<file path="config.mk">
export PLATFORM = sky130hd
export DESIGN_NAME = seq_signed_mult_param
export DESIGN_NICKNAME = d
export VERILOG_FILES = /design/src/rtl/seq_signed_mult_param.sv
export SDC_FILE = /design/constraint.sdc
export NUM_CORES = 1
export LEC_CHECK = 0
export ABC_CLOCK_PERIOD_IN_PS = 9300
export CORE_MARGIN = 4
export CORE_UTILIZATION = 50
export CTS_BUF_LIST = sky130_fd_sc_hd__clkbuf_8
export CTS_CLUSTER_DIAMETER = 30
export DETAILED_ROUTE_END_ITERATION = 10
export GPL_TIMING_DRIVEN = 0
export HOLD_SLACK_MARGIN = 0.05
export PLACE_DENSITY = 0.81
export SYNTH_ARGS = -nofsm -noshare
export SYNTH_HDL_FRONTEND = slang
export SYNTH_SLANG_ARGS = --single-unit
</file>
<file path="constraint.sdc">
create_clock -name sys_clk -period 9.3 [get_ports sys_clk]
set_input_delay 1.395 -clock sys_clk [delete_from_list [all_inputs] [get_ports sys_clk]]
set_output_delay 1.395 -clock sys_clk [all_outputs]
set_load 0.02 [all_outputs]
</file>
<file path="src/rtl/seq_signed_mult_param.sv">
// ---------------------------------------------------------------------------
// seq_signed_mult_param
//
// Sequential signed multiplier. Both operands are reduced to magnitudes,
// multiplied by shift-and-add (one multiplicand bit per clock), and the sign
// is applied at the end. A start/busy/done handshake controls the operation.
// Two's-complement and sign-magnitude forms of the product are both provided.
//
// Optional build macro: EARLY_TERM_EN
//   When defined, RUN stops as soon as the remaining multiplicand bits are
//   all zero. Arithmetic results are identical in both builds; only the
//   latency and iter_count differ.
//
// Ports:
//   sys_clk      in   system clock, rising edge
//   rst          in   asynchronous active-high reset
//   start        in   one-cycle request, sampled only while idle
//   multiplier   in   WIDTH-bit signed operand A
//   multiplicand in   WIDTH-bit signed operand B (scanned bit by bit)
//   busy         out  high while an operation is in progress
//   done         out  one-cycle pulse when the results update
//   product      out  2*WIDTH-bit signed product A*B
//   product_mag  out  2*WIDTH-1-bit unsigned |A*B|
//   sign         out  1 only for a negative, nonzero product
//   iter_count   out  RUN iterations used by the last operation
// ---------------------------------------------------------------------------
module seq_signed_mult_param #(
    parameter int WIDTH = 8,
    parameter int CNT_W = $clog2(WIDTH + 1)
) (
    input  logic                 sys_clk,
    input  logic                 rst,
    input  logic                 start,
    input  logic [WIDTH-1:0]     multiplier,
    input  logic [WIDTH-1:0]     multiplicand,
    output logic                 busy,
    output logic                 done,
    output logic [2*WIDTH-1:0]   product,
    output logic [2*WIDTH-2:0]   product_mag,
    output logic                 sign,
    output logic [CNT_W-1:0]     iter_count
);

    // The largest magnitude, 2^(2*WIDTH-2), needs exactly 2*WIDTH-1 bits.
    localparam int PW = 2 * WIDTH - 1;

    typedef enum logic {
        IDLE,
        RUN
    } state_t;

    state_t state_reg, state_next;

    logic [PW-1:0]    ma_reg;     // magnitude of A, pre-shifted by the count
    logic [PW-1:0]    acc_reg;    // partial magnitude sum
    logic [WIDTH-1:0] mb_reg;     // magnitude of B, shifted right each step
    logic [CNT_W-1:0] cnt_reg;
    logic             neg_reg;

    logic               busy_reg;
    logic               done_reg;
    logic [2*WIDTH-1:0] product_reg;
    logic [PW-1:0]      product_mag_reg;
    logic               sign_reg;
    logic [CNT_W-1:0]   iter_count_reg;

    // Control strobes from the FSM
    logic load;
    logic step;
    logic finish;

    // Operand magnitudes. Negating -2^(WIDTH-1) in WIDTH bits yields the same
    // bit pattern, which read as unsigned is exactly 2^(WIDTH-1).
    logic [WIDTH-1:0] mag_a;
    logic [WIDTH-1:0] mag_b;

    logic [PW-1:0]      acc_sum;
    logic [CNT_W-1:0]   cnt_inc;
    logic               last_iter;
    logic               final_zero;
    logic               final_sign;
    logic [2*WIDTH-1:0] final_product;

    always_comb begin
        mag_a = multiplier[WIDTH-1]   ? (-multiplier)   : multiplier;
        mag_b = multiplicand[WIDTH-1] ? (-multiplicand) : multiplicand;
    end

    // This step's addition is folded in combinationally so the terminating
    // edge can publish the final sum directly.
    always_comb begin
        acc_sum       = acc_reg + (mb_reg[0] ? ma_reg : '0);
        cnt_inc       = cnt_reg + CNT_W'(1);
        final_zero    = (acc_sum == '0);
        final_sign    = neg_reg & ~final_zero;
        final_product = final_sign ? (-{1'b0, acc_sum}) : {1'b0, acc_sum};
    end

`ifdef EARLY_TERM_EN
    // Stop once no set bits of B remain above the one consumed this step.
    always_comb begin
        last_iter = (cnt_reg == CNT_W'(WIDTH - 1)) || (mb_reg[WIDTH-1:1] == '0);
    end
`else
    always_comb begin
        last_iter = (cnt_reg == CNT_W'(WIDTH - 1));
    end
`endif

    // FSM state register
    always_ff @(posedge sys_clk or posedge rst) begin
        if (rst) begin
            state_reg <= IDLE;
        end else begin
            state_reg <= state_next;
        end
    end

    // FSM next state and control strobes
    always_comb begin
        state_next = state_reg;
        load       = 1'b0;
        step       = 1'b0;
        finish     = 1'b0;
        case (state_reg)
            IDLE: begin
                if (start) begin
                    load       = 1'b1;
                    state_next = RUN;
                end
            end
            RUN: begin
                step = 1'b1;
                if (last_iter) begin
                    finish     = 1'b1;
                    state_next = IDLE;
                end
            end
            default: state_next = IDLE;
        endcase
    end

    // Datapath and result registers
    always_ff @(posedge sys_clk or posedge rst) begin
        if (rst) begin
            ma_reg          <= '0;
            acc_reg         <= '0;
            mb_reg          <= '0;
            cnt_reg         <= '0;
            neg_reg         <= 1'b0;
            busy_reg        <= 1'b0;
            done_reg        <= 1'b0;
            product_reg     <= '0;
            product_mag_reg <= '0;
            sign_reg        <= 1'b0;
            iter_count_reg  <= '0;
        end else begin
            done_reg <= finish;
            if (load) begin
                ma_reg   <= {{(PW - WIDTH){1'b0}}, mag_a};
                mb_reg   <= mag_b;
                acc_reg  <= '0;
                cnt_reg  <= '0;
                neg_reg  <= multiplier[WIDTH-1] ^ multiplicand[WIDTH-1];
                busy_reg <= 1'b1;
            end else if (step) begin
                acc_reg <= acc_sum;
                ma_reg  <= ma_reg << 1;
                mb_reg  <= mb_reg >> 1;
                cnt_reg <= cnt_inc;
                if (finish) begin
                    busy_reg        <= 1'b0;
                    product_mag_reg <= acc_sum;
                    sign_reg        <= final_sign;
                    product_reg     <= final_product;
                    iter_count_reg  <= cnt_inc;
                end
            end
        end
    end

    assign busy        = busy_reg;
    assign done        = done_reg;
    assign product     = product_reg;
    assign product_mag = product_mag_reg;
    assign sign        = sign_reg;
    assign iter_count  = iter_count_reg;

endmodule
</file>
# After elaboration in Yosys (flattened, before gate mapping)

Cells that the tools add are included.

Add/subtract/negate cells: 5
Eq/ne operators: 1
Muxes and demuxes: 22
Bitwise logic cells: 5
Reduce and logical (&&, ||, !) cells: 5

Operators with widths:

| operator              | count |
|---|---|
| $mux W15              | 5 |
| $mux W8               | 4 |
| $mux W16              | 1 |
| $neg A15 Y16          | 1 |
| $neg A8 Y8            | 2 |
| $add A15 B15 Y15      | 1 |
| $logic_not A15 Y1     | 1 |
| $mux W1               | 9 |
| $mux W4               | 2 |
| $add A4 B1 Y4 const B | 1 |
| $eq A4 B3 Y1 const B  | 1 |
| $reduce_bool A2 Y1    | 2 |
| $not A1 Y1            | 3 |
| $reduce_and A3 Y1     | 1 |
| $pmux W1 S2           | 1 |
| $reduce_and A2 Y1     | 1 |
| $and A1 B1 Y1         | 1 |
| $xor A1 B1 Y1         | 1 |

Register bits after elaboration: 82
Bits of input ports: 19
Output and inout bits: 38
Logic and storage cells: 50

# Longest topological paths before layout

Depth in word-level cells: 6
Gate-level depth with buffers: 14

# Least setup slack after synthesis

No wires, ideal clock.

Path type: register to register
Start: reg mb_reg[0]
End: reg product_reg[14] (netlist: product[14])
Arrival: 3.176 ns
Data required time: 9.169 ns
Setup slack: 5.993 ns
Stages on the path, launching flop included: 13
Buffers on the path: 1
Period minus slack after synthesis: 3.307 ns
Path through: dfrtp_1 clkbuf_1 and2_1 ha_1 fa_1 a211oi_2 nor2_1 xor2_1 nor4_4 nand2_1 or4_4 o311ai_4 nand3_2

Cells in the longest elaborated chain, start to end: 6
Elaborated cells between the ends (all ways): 7
Classes of those cells: 2 x add/sub; 2 x mux; 2 x bitwise; 1 x reduce/logical

RTL lines:

| item                                                 | line | text |
|---|---|---|
| start: declaration                                   | 56   | `logic [WIDTH-1:0] mb_reg;` |
| start signal: assignment                             | 161  | `mb_reg <= mag_b;` |
| start signal: assignment                             | 169  | `mb_reg <= mb_reg >> 1;` |
| $mux W15 *                                           | 92   | `acc_sum = acc_reg + (mb_reg[0] ? ma_reg : '0);` |
| $add A15 B15 Y15 *                                   | 92   |  |
| branches (longest 3 deep; another with $neg A15 Y16) | -    |  |
| $mux W16 *                                           | 96   | `final_product = final_sign ? (-{1'b0, acc_sum}) : {1'b0, acc_sum};` |
| end signal: assignment                               | 175  | `product_reg <= final_product;` |
| end: declaration                                     | 62   | `logic [2*WIDTH-1:0] product_reg;` |

Mark *: on every way between the ends.
A chain may end at the register's enable or synchronous reset.

# Worst setup path in the final report

Start: reg mb_reg[0]
End: reg product_reg[1] (netlist: product[1])

The elaborated chain is that of the path after synthesis.

==> impl_results.md <==
* Outcome: finished, final reports clean
* Core area at 9819 um^2
* CP Cell Sequence: clkbuf_1 > and2_1 > ha_1 > fa_1 > a211oi_2 > o2111ai_1 > and4_1 > a211oi_2 > nand4_2 > nor3_2 > nor4_1 > a311oi_1
* Syn_area_per_cell at 8.843 um^2
* Detail Route Antenna Nets at 0
* Drc violations at 0
* CTS root buffer: clkbuf_8
* Die Y-Extent at 108.8 um
* Final Cell Area at 6041 um^2
* Initial antenna violation count at 0
* Fmax at 258.2 MHz
* Starting DRT DRC Count at 279
* Type of origin of the critical path: flip-flop
* CP arrival at 4120 ps
* Area delta synth->final at 19.00%
* Critical path class: reg2reg
* Max VDD drop at 0.1262 mV
* Comb power frac at 0.539
* Hold depth at 2
* Share of layout cells above drive strength 1 at 0.08837
* Hold WC Path Type: reg2reg
* Die Area at 11,830 um^2
* Slew @ Worst Pin at 775.9 ps
* DR vias at 4,457
* Primary FF master, synth: dfrtp_1
* Post-synthesis register bit count at 81
* Number of port buffers at 54
* DRT Wirelength at 12.58 mm
* Max-Cap Viols at 0
* RSZ-0062 raised after global routing: false
* Final hold vios at 0
* Syn_nets at 612
* Distinct cell type count after synthesis at 76
* R2R cell count at 12
* I/O pin count at 57
* Pre-CTS WS at 5469 ps
* Ys Warns at 0
* Worst Path Max Fanout at 10
* # hold bufs at CTS at 0
* Clk buf depth at 2
* Post-CTS resize count at 0
* Post-Synthesis Cells at 574
* Final setup fails at 0
* Routed len/inst at 16.17 um
* Initial Util at 0.5169
* Aggregate negative setup slack at 0 ps
* Die width at 108.8 um
* Final worst-path cycle share at 0.4164
* Layout Utilization at 0.6152
* Largest net degree at the start of global routing at 44
* CTS tree: done
* GRT Overall Usage at 0.2225
* FP Rows at 36
* Clock share of power at 0.156
* Internal Pwr Total at 1.083 mW
* First-pass GRT wire length at 20.91 mm
* Final HPWL DP at 9.877 mm
* Sequential power share at 0.305
* Ant. Diodes at 0
* Placed instance area at 5806 um^2
* Setup crit end kind: flip-flop
* Htree depth at 3
* CP max-delay cell: fa_1
* Pwr dens at 322.4 nW/um^2
* Vias in the first global route at 4,235
* Final worst setup slack at 5428 ps
* Netlist Area Pre-Place at 5076 um^2
* Worst path max stage delay at 510 ps
* Max reg flops at 16
* Final #Nets at 678
* Num Clock Sinks at 81
* Req. time, crit path at 9550 ps
* Post-synth ARST share at 1.000
* Sequential element share of the synthesized area at 0.3993
* Hold WS at 475.3 ps
* Vias per inst at 5.729
* Leak Pwr at 2.622 nW
* Fin. max-slew vios at 0
* Crit path top cell by count: a211oi_2
* Slew margin rel. at 0.4810
* Gpl congestion at 0.8849
* # Post-CTS Setup Buffers at 0
* GRT overflow at 0
* CTS Buf Count at 9
* Worst Skew at 8.771 ps
* P_sw at 0.8641 mW
* Worst skew pair latency at 350 ps
* Final min period at 3872 ps
* Post-synth EDFFs at 0
* Sw frac at 0.4437
* Clock slew at reported path FFs at 80 ps
* DR pass1 iterations at 5
-- cells by family after synthesis --
| group | after synthesis | share of synthesized area |
|---|---|---|
| adders and majority gates | 19 | 0.04831 |
| and+or+nand+nor | 234 | 0.2366 |
| xor gates and xnor gates | 25 | 0.04462 |
| muxes | 6 | 0.01208 |
| DFF | 81 | 0.3993 |
| AOI/OAI and AO/OA | 156 | 0.2157 |
| buffers and inverters | 53 | 0.04338 |
-- cells in the final DEF, fill, tap and decap left out, types with 3 or more instances in the layout --
| cell type | n |
|---|---|
| nand3b_1 | 3 |
| buf_1 | 7 |
| buf_2 | 7 |
| nor3_1 | 4 |
| a21oi_1 | 13 |
| bufinv_16 | 3 |
| nor2_1 | 28 |
| nor3_2 | 3 |
| nand2b_1 | 25 |
| nor2b_1 | 4 |
| and2_1 | 18 |
| xor2_1 | 15 |
| a211oi_1 | 4 |
| clkbuf_1 | 18 |
| ha_1 | 18 |
| o21ai_2 | 3 |
| xnor2_1 | 9 |
| o211ai_1 | 5 |
| o21ai_0 | 69 |
| a31oi_1 | 3 |
| nand3_1 | 9 |
| nor3b_1 | 3 |
| clkdlybuf4s50_1 | 54 |
| inv_1 | 19 |
| mux2i_1 | 5 |
| clkbuf_8 | 9 |
| a22o_1 | 7 |
| a2111oi_0 | 3 |
| o31ai_1 | 4 |
| a21o_1 | 4 |
| o21ai_1 | 10 |
| nand2_1 | 104 |
| o2111ai_1 | 3 |
| or3_1 | 10 |
| dfrtp_1 | 81 |
| nand4b_1 | 3 |
| nor4_1 | 6 |
-- worst paths after layout --
path                                from       endpoint  slack, ps
max                            mb_reg[0]     product[1]       5430
min                        iter_count[1]  iter_count[1]        480
max reg2reg                    mb_reg[0]     product[1]       5430
min reg2reg                iter_count[1]  iter_count[1]        480
max in group asynchronous            rst     product[9]       7280
min in group asynchronous            rst      mb_reg[2]       1430
-- critical path, delay by kind of cell (launching register included) --
kind / cells / cell delay (ps)
AO/OA/AOI/OAI: 4 / 1230
AND/OR/NAND/NOR: 5 / 1080
adder cells (fa/ha/maj): 2 / 760
flip-flops: 1 / 480
buffers and inverters: 1 / 220
-- routing by layer --
| layer | wire length [um] | vias up | global-route usage |
|---|---|---|---|
| li1 | - | 2157 | - |
| met5 | 0 | - | 0 |
| met4 | 221 | 0 | 0.06222 |
| met2 | 5986 | 140 | 0.3628 |
| met3 | 648 | 19 | 0.04026 |
| met1 | 5723 | 2141 | 0.3052 |
-- cells in the mapped netlist (all sizes together) (8+ instances only) --
master | number | share of area
a21oi | 14 | 0.016
and2 | 18 | 0.022
buf | 16 | 0.016
clkbuf | 19 | 0.014
dfrtp | 81 | 0.40
ha | 18 | 0.044
inv | 18 | 0.013
nand2 | 104 | 0.077
nand2b | 25 | 0.031
nand3 | 10 | 0.011
nor2 | 29 | 0.022
nor4 | 8 | 0.014
o21ai | 82 | 0.083
or3 | 10 | 0.012
xnor2 | 9 | 0.016
xor2 | 16 | 0.029
-- through the flow --
stage	total power, mW	std cells
global placement	1.601	761
finish	1.947	778
floorplan	1.284	574
detailed placement	1.640	762
CTS	1.949	778
global route	2.093	778
-- area by class of cell --
class	count	area (um^2)
tap	133	166.4
fill	880	3779
buffer	35	152.6
clock buffer	9	123.9
inverter	18	70.07
timing repair buffer	55	560.5
multi-input combinational	440	2829
clock inverter	7	111.4
sequential	81	2027
-- power groups by stage --
stage / Combinational, mW / Clock (mW) / Sequential [mW]
floorplan: 0.623 / 0 / 0.661
global placement: 1.01 / 0 / 0.591
detailed placement: 1.04 / 0 / 0.599
CTS: 1.05 / 0.308 / 0.592
global route: 1.16 / 0.324 / 0.613
finish: 1.05 / 0.304 / 0.593
(Power assumes the default switching activity.)
